**config.mk**
```make
export PLATFORM = sky130hd
export DESIGN_NAME = pkt_tx_pacer
export DESIGN_NICKNAME = d
export VERILOG_FILES = /design/src/rtl/pkt_tx_pacer_pkg.sv /design/src/rtl/pkt_tx_pacer_tok_bucket.sv /design/src/rtl/pkt_tx_pacer.sv
export SDC_FILE = /design/constraint.sdc
export NUM_CORES = 1
export LEC_CHECK = 0
export ABC_CLOCK_PERIOD_IN_PS = 21800
export CORE_ASPECT_RATIO = 1.75
export CORE_MARGIN = 3
export CORE_UTILIZATION = 53
export DETAILED_ROUTE_END_ITERATION = 16
export PLACE_DENSITY = 0.94
export SYNTH_ARGS = -nofsm -noshare
export SYNTH_HDL_FRONTEND = slang
export SYNTH_SLANG_ARGS = --single-unit
```
**constraint.sdc**
```tcl
create_clock -name clk -period 21.8 [get_ports clk]
set_input_delay 6.54 -clock clk [delete_from_list [all_inputs] [get_ports clk]]
set_output_delay 6.54 -clock clk [all_outputs]
set_load 0.02 [all_outputs]
```
**src/rtl/pkt_tx_pacer_pkg.sv**
```systemverilog
// pkt_tx_pacer_pkg
//   Shared definitions for the packet transmit pacer:
//   - default widths for the descriptor, length field and token bucket
//   - the pacer FSM state type
//   - descriptor field helpers for the default 32-bit descriptor layout
//     ([31:LEN_W] buffer address, [LEN_W-1:0] length)
//   Optional statistics counters in the top level are enabled by defining
//   the macro PKT_TX_PACER_STATS_EN.
package pkt_tx_pacer_pkg;

    localparam int unsigned DWIDTH_DEF = 32;
    localparam int unsigned LEN_W_DEF  = 12;
    localparam int unsigned TOK_W_DEF  = 16;

    // StFetch and StWaitTok both evaluate the token check; StFetch is the
    // single bookkeeping cycle after the pop, StWaitTok is where a packet
    // parks while the bucket refills.
    typedef enum logic [1:0] {
        StIdle,
        StFetch,
        StWaitTok,
        StSend
    } pacer_state_e;

    // Length field of a default-width descriptor.
    function automatic logic [LEN_W_DEF-1:0] desc_len(input logic [DWIDTH_DEF-1:0] desc);
        return desc[LEN_W_DEF-1:0];
    endfunction

    // Buffer address field of a default-width descriptor.
    function automatic logic [DWIDTH_DEF-LEN_W_DEF-1:0] desc_addr(
        input logic [DWIDTH_DEF-1:0] desc
    );
        return desc[DWIDTH_DEF-1:LEN_W_DEF];
    endfunction

endpackage

```
**src/rtl/pkt_tx_pacer_tok_bucket.sv**
```systemverilog
// tok_bucket
//   Byte-credit token bucket for the transmit pacer.
//   Every cycle the bucket gains 'rate' bytes, loses the debit of an accepted
//   packet (if any), and is clamped to the 'burst' ceiling.
//
// Ports
//   clk        in   clock, all state on posedge
//   rst        in   asynchronous reset, active low; bucket empties
//   rate       in   bytes credited per cycle (zero-extended)
//   burst      in   bucket ceiling
//   debit_en   in   an accepted packet is charged this cycle
//   debit_len  in   length of the accepted packet
//   tokens     out  current bucket level (registered)
//   tokens_nxt out  level the bucket will hold after this clock edge
module tok_bucket
    import pkt_tx_pacer_pkg::*;
#(
    parameter int unsigned TOK_W = TOK_W_DEF,
    parameter int unsigned LEN_W = LEN_W_DEF
) (
    input  logic             clk,
    input  logic             rst,
    input  logic [7:0]       rate,
    input  logic [TOK_W-1:0] burst,
    input  logic             debit_en,
    input  logic [LEN_W-1:0] debit_len,
    output logic [TOK_W-1:0] tokens,
    output logic [TOK_W-1:0] tokens_nxt
);

    // One extra bit so the credit addition can never wrap before the clamp.
    localparam int unsigned SW = TOK_W + 1;
    // Common width for comparing a length against a bucket level.
    localparam int unsigned CW = (TOK_W > LEN_W) ? TOK_W : LEN_W;

    logic [CW-1:0]    len_x;
    logic [CW-1:0]    tok_x;
    logic [TOK_W-1:0] debit;
    logic [SW-1:0]    sum;

    always_comb begin
        len_x = CW'(debit_len);
        tok_x = CW'(tokens);
        debit = '0;
        // A packet longer than the bucket (oversize rule, or a ceiling that
        // was lowered after the decision) takes whatever is there, so the
        // subtraction below can never go negative.
        if (debit_en) begin
            debit = (len_x > tok_x) ? tokens : TOK_W'(debit_len);
        end
        sum        = {1'b0, tokens} + SW'(rate) - {1'b0, debit};
        tokens_nxt = (sum > {1'b0, burst}) ? burst : sum[TOK_W-1:0];
    end

    always_ff @(posedge clk or negedge rst) begin
        if (!rst) begin
            tokens <= '0;
        end else begin
            tokens <= tokens_nxt;
        end
    end

endmodule

```
**src/rtl/pkt_tx_pacer.sv**
```systemverilog
// pkt_tx_pacer
//   Pops descriptors from a show-ahead scheduler FIFO and releases them to
//   the egress port at a rate limited by a byte token bucket.
//
//   Flow per packet: IDLE (pop + capture) -> FETCH -> [WAIT_TOK] -> SEND.
//   The token check is made against the level the bucket will hold on the
//   next cycle, so a packet enters SEND exactly when the bucket covers it and
//   an already-covered packet skips WAIT_TOK entirely (2-cycle latency,
//   one packet per 3 cycles at best).
//
// Ports
//   clk           in   clock, all state on posedge
//   rst           in   asynchronous reset, active low
//   sch_valid     in   scheduler FIFO head holds a descriptor
//   sch_data      in   descriptor {buffer address, length}
//   sch_deque_en  out  one-cycle pop of the scheduler FIFO
//   cfg_pace_en   in   1 = token pacing active, 0 = send without tokens
//   cfg_rate      in   bytes credited per cycle
//   cfg_burst     in   bucket ceiling
//   tx_valid      out  egress descriptor valid
//   tx_ready      in   egress accepts when tx_valid && tx_ready
//   tx_addr       out  buffer address of current packet
//   tx_len        out  length of current packet
//   tokens        out  current bucket level
//   stat_pkts     out  accepted packet count   (PKT_TX_PACER_STATS_EN only)
//   stat_bytes    out  accepted byte count     (PKT_TX_PACER_STATS_EN only)
//
// Build option
//   PKT_TX_PACER_STATS_EN: adds the stat_pkts/stat_bytes counters and ports.
module pkt_tx_pacer
    import pkt_tx_pacer_pkg::*;
#(
    parameter int unsigned DWIDTH = DWIDTH_DEF,
    parameter int unsigned LEN_W  = LEN_W_DEF,
    parameter int unsigned TOK_W  = TOK_W_DEF
) (
    input  logic                    clk,
    input  logic                    rst,
    input  logic                    sch_valid,
    input  logic [DWIDTH-1:0]       sch_data,
    output logic                    sch_deque_en,
    input  logic                    cfg_pace_en,
    input  logic [7:0]              cfg_rate,
    input  logic [TOK_W-1:0]        cfg_burst,
    output logic                    tx_valid,
    input  logic                    tx_ready,
    output logic [DWIDTH-LEN_W-1:0] tx_addr,
    output logic [LEN_W-1:0]        tx_len,
    output logic [TOK_W-1:0]        tokens
`ifdef PKT_TX_PACER_STATS_EN
    ,
    output logic [31:0]             stat_pkts,
    output logic [47:0]             stat_bytes
`endif
);

    localparam int unsigned CW = (TOK_W > LEN_W) ? TOK_W : LEN_W;

    pacer_state_e            state;
    logic [DWIDTH-LEN_W-1:0] addr_q;
    logic [LEN_W-1:0]        len_q;
    logic [TOK_W-1:0]        tok_nxt;
    logic                    accept;
    logic                    debit_en;
    logic                    send_ok;
    logic [CW-1:0]           len_x;
    logic [CW-1:0]           tok_nxt_x;
    logic [CW-1:0]           burst_x;

    // ------------------------------------------------------------------
    // Token bucket
    // ------------------------------------------------------------------
    assign accept   = tx_valid && tx_ready;
    // With pacing off the bucket still fills but is never charged.
    assign debit_en = accept && cfg_pace_en;

    tok_bucket #(
        .TOK_W (TOK_W),
        .LEN_W (LEN_W)
    ) u_tok_bucket (
        .clk        (clk),
        .rst        (rst),
        .rate       (cfg_rate),
        .burst      (cfg_burst),
        .debit_en   (debit_en),
        .debit_len  (len_q),
        .tokens     (tokens),
        .tokens_nxt (tok_nxt)
    );

    // ------------------------------------------------------------------
    // Send eligibility
    //   Judged on the bucket level of the next cycle (no debit can be
    //   pending while a packet waits). A packet longer than the ceiling
    //   could never be covered, so it goes once the bucket is full.
    // ------------------------------------------------------------------
    always_comb begin
        len_x     = CW'(len_q);
        tok_nxt_x = CW'(tok_nxt);
        burst_x   = CW'(cfg_burst);
        send_ok   = !cfg_pace_en
                 || (tok_nxt_x >= len_x)
                 || ((len_x > burst_x) && (tok_nxt_x == burst_x));
    end

    // Pop in the same cycle the head is seen; the FSM leaves IDLE on that
    // edge so two consecutive pops cannot happen.
    assign sch_deque_en = rst && (state == StIdle) && sch_valid;

    // ------------------------------------------------------------------
    // FSM with capture registers and registered tx_valid
    // ------------------------------------------------------------------
    always_ff @(posedge clk or negedge rst) begin
        if (!rst) begin
            state    <= StIdle;
            tx_valid <= 1'b0;
            addr_q   <= '0;
            len_q    <= '0;
        end else begin
            unique case (state)
                StIdle: begin
                    if (sch_valid) begin
                        addr_q <= sch_data[DWIDTH-1:LEN_W];
                        len_q  <= sch_data[LEN_W-1:0];
                        state  <= StFetch;
                    end
                end
                StFetch, StWaitTok: begin
                    if (send_ok) begin
                        state    <= StSend;
                        tx_valid <= 1'b1;
                    end else begin
                        state <= StWaitTok;
                    end
                end
                StSend: begin
                    if (tx_ready) begin
                        state    <= StIdle;
                        tx_valid <= 1'b0;
                    end
                end
                default: begin
                    state    <= StIdle;
                    tx_valid <= 1'b0;
                end
            endcase
        end
    end

    // Capture registers hold the descriptor steady through SEND.
    assign tx_addr = addr_q;
    assign tx_len  = len_q;

    // ------------------------------------------------------------------
    // Optional statistics (free-running, wrap at their widths)
    // ------------------------------------------------------------------
`ifdef PKT_TX_PACER_STATS_EN
    always_ff @(posedge clk or negedge rst) begin
        if (!rst) begin
            stat_pkts  <= '0;
            stat_bytes <= '0;
        end else if (accept) begin
            stat_pkts  <= stat_pkts + 32'd1;
            stat_bytes <= stat_bytes + 48'(len_q);
        end
    end
`endif

endmodule
```
==> run metrics <==
status=complete, no violations; Mean Syn Cell Area=9.31 um^2; first-pass GRT wire length=24.0 mm; crit path time final=14.54 ns; HP Start=tx_addr[18]; critical path type=in2reg; PostCTS Resize Cnt=0; fin util=70.4%; CTS tree=done; Rel. slew slack=37.7%; DRC errors left=0; crit path launch=tx_ready; Area Growth Syn to Fin=27.5%; fillers=686; DPL Wire Length=12.5 mm; cts hold-fix bufs=0; Critical Path AT=14.74 ns; Hold WC Path Type=reg2reg; ys flop type=dfrtp_1; clk sink count=51; critical path data required time=22.00 ns; core footprint=0.00921 mm^2; Syn. warnings=0; H-tree depth=2; Root Driver=clkbuf_16; WHS Path Cells=1; final hold viol count=0; iteration-0 DRC count of the detailed router=264; clock latency on the worst-skew pair=0.30 ns; GRT Util Overall=28.8%; ranking of synthesized cells by area=dfrtp_1, ha_1, mux2_2, inv_1, nand2_1; area of the die=0.0108 mm^2; crit-path max cell delay=0.79 ns; reg-to-reg startpoint=tx_len[1]; WL/cell=19.7 um; cts bufs inserted=5; number of synthesized register bits=51; # nets final=805; RSZ-0062 raised after global routing=false; vias in the first global route=4,969; Clk pin slew, worst setup/hold paths=0.08 ns; reg-to-reg endpoint=state[0]; Die W=80.0 um; clock skew=0.00886 ns; Post-Synthesis Cells=546; DR vias=4,661; largest net degree at the start of global routing=53; DR pass1 iterations=5; final slew viol count=0; max cap viols=0; Async SR Flop Fraction=100%; Chip Height=136 um; initial core utilization=55.2%; final wirelength=15.3 mm; # Post-CTS Setup Buffers=0; reg2reg setup slack=12.57 ns; post-synthesis sequential area ratio=25.1%; Netlist cell types=65; R2R depth=37; total I/O pin count=111; CP max FO=24; Netlist Area Pre-Place=0.00508 mm^2; ant diodes=0; EDFF count, synth=0; Worst path slowest cell=and3_1; final setup TNS=0 ns; final antenna-violating net count=0; worst hold path endpoint=tx_addr[18]; fmax=68.8 MHz; PortBufs=110; CP endpoint kind=register; initial antenna violation count=0; crit path launch type=input pin; gr ovfl total=0; final-report setup violation count=0; row count=46; Clock Tree Buf Depth=2; Synth area leader=dfrtp_1; final cycle utilization of the critical path=66.7%; layout cells sized above 1=11.4%; area share of the largest cell type after synthesis=25.1%; DR vias/cell=5.99; worst-margin pin slew=0.935 ns; RD Place Congestion=0.995
[critical path: cells and delay by family]
kind / cells / cell delay (ns)
adder cells (fa/ha/maj): 4 / 1.41
buffers and inverters: 3 / 0.90
XOR/XNOR: 1 / 0.21
AND/OR/NAND/NOR: 10 / 2.83
AO/OA/AOI/OAI: 13 / 2.60
multiplexers: 1 / 0.22
[cells in the mapped netlist, types with 7 or more instances]
cell     number
mux2_2       47
nand4_1      12
mux2i_1       8
ha_1         79
nor2_1       19
o21ai_0      22
nor3_1       11
dfrtp_1      51
inv_1        75
xnor2_1      17
nand2_1      49
o21a_1        9
a21oi_1      23
fa_1          8
a21o_1        7
[registers in the layout, indices dropped and copies added (netlist names)]
register	count
state	2
tx_addr	20
tx_len	12
tx_valid	1
u_tok_bucket.tokens	16
[final cells by class]
class,count,area [um^2],share of cell area [%]
multi-input cells,410,3480,53.7
flip-flops and latches,51,1280,19.7
repair buffers,114,1130,17.4
inverters,75,282,4.34
well taps,120,150,2.32
clock buffers,6,129,1.99
clock inverters,2,38.8,0.599
[worst max path at each step]
stage	endpoint	slack (ns)	depth (start not counted)
after floorplan	sch_deque_en	8.47	1
after global placement	sch_deque_en	7.25	4
after detailed placement	state[0]	7.13	30
after CTS	sch_deque_en	7.23	4
after global routing	state[0]	6.72	30
final	state[0]	7.26	32
[per-stage QoR]
stage,std cells,setup slack [ns],hold slack (ns),instance area [um^2]
3_3_place_gp,770,7.25,0.488,6310
4_1_cts,778,7.23,0.508,6480
3_5_place_dp,770,7.13,0.492,6310
6_report,778,7.26,0.508,6480
5_1_grt,778,6.72,0.511,6480
2_1_floorplan,549,8.47,0.475,5090
[kinds of logic (layout without fill, tap and decap cells)]
kind of cell	after synthesis	in the layout	synth area share, %
and+or+nand+nor	133	133	13.3
AOI/OAI and AO/OA	105	105	15.0
buffers and inverters	88	197	6.82
adders and majority gates	87	87	22.6
muxes	55	55	12.0
DFF	51	51	25.1
xor gates and xnor gates	26	26	5.17
other	1	4	0.0738
[routing by layer]
metal | up-vias | wire [um] | part of all wire [%] | track usage [%]
li1 | 2164 | - | - | -
met1 | 2248 | 5180 | 34 | 28.1
met2 | 177 | 8550 | 56 | 54.5
met3 | 72 | 638 | 4.2 | 3.73
met4 | 0 | 955 | 6.2 | 18.6
met5 | - | 0 | 0 | 0
[layout by cell type (no fill, tap or decap), types with 6 or more instances in the layout]
cell type / instances
mux2_2: 47
o21ai_0: 22
nand2_1: 49
inv_1: 75
a21oi_1: 23
nor3_1: 11
mux2i_1: 8
fa_1: 8
dfrtp_1: 51
xnor2_1: 17
a21o_1: 7
clkdlybuf4s50_1: 109
nor4_1: 6
nor2_1: 19
ha_1: 79
o21a_1: 9
xor2_1: 6
nand4_1: 12
nand2b_1: 6
Power is not shown: default switching activity piles up to over one toggle a cycle in this logic, so the estimate is an artifact.
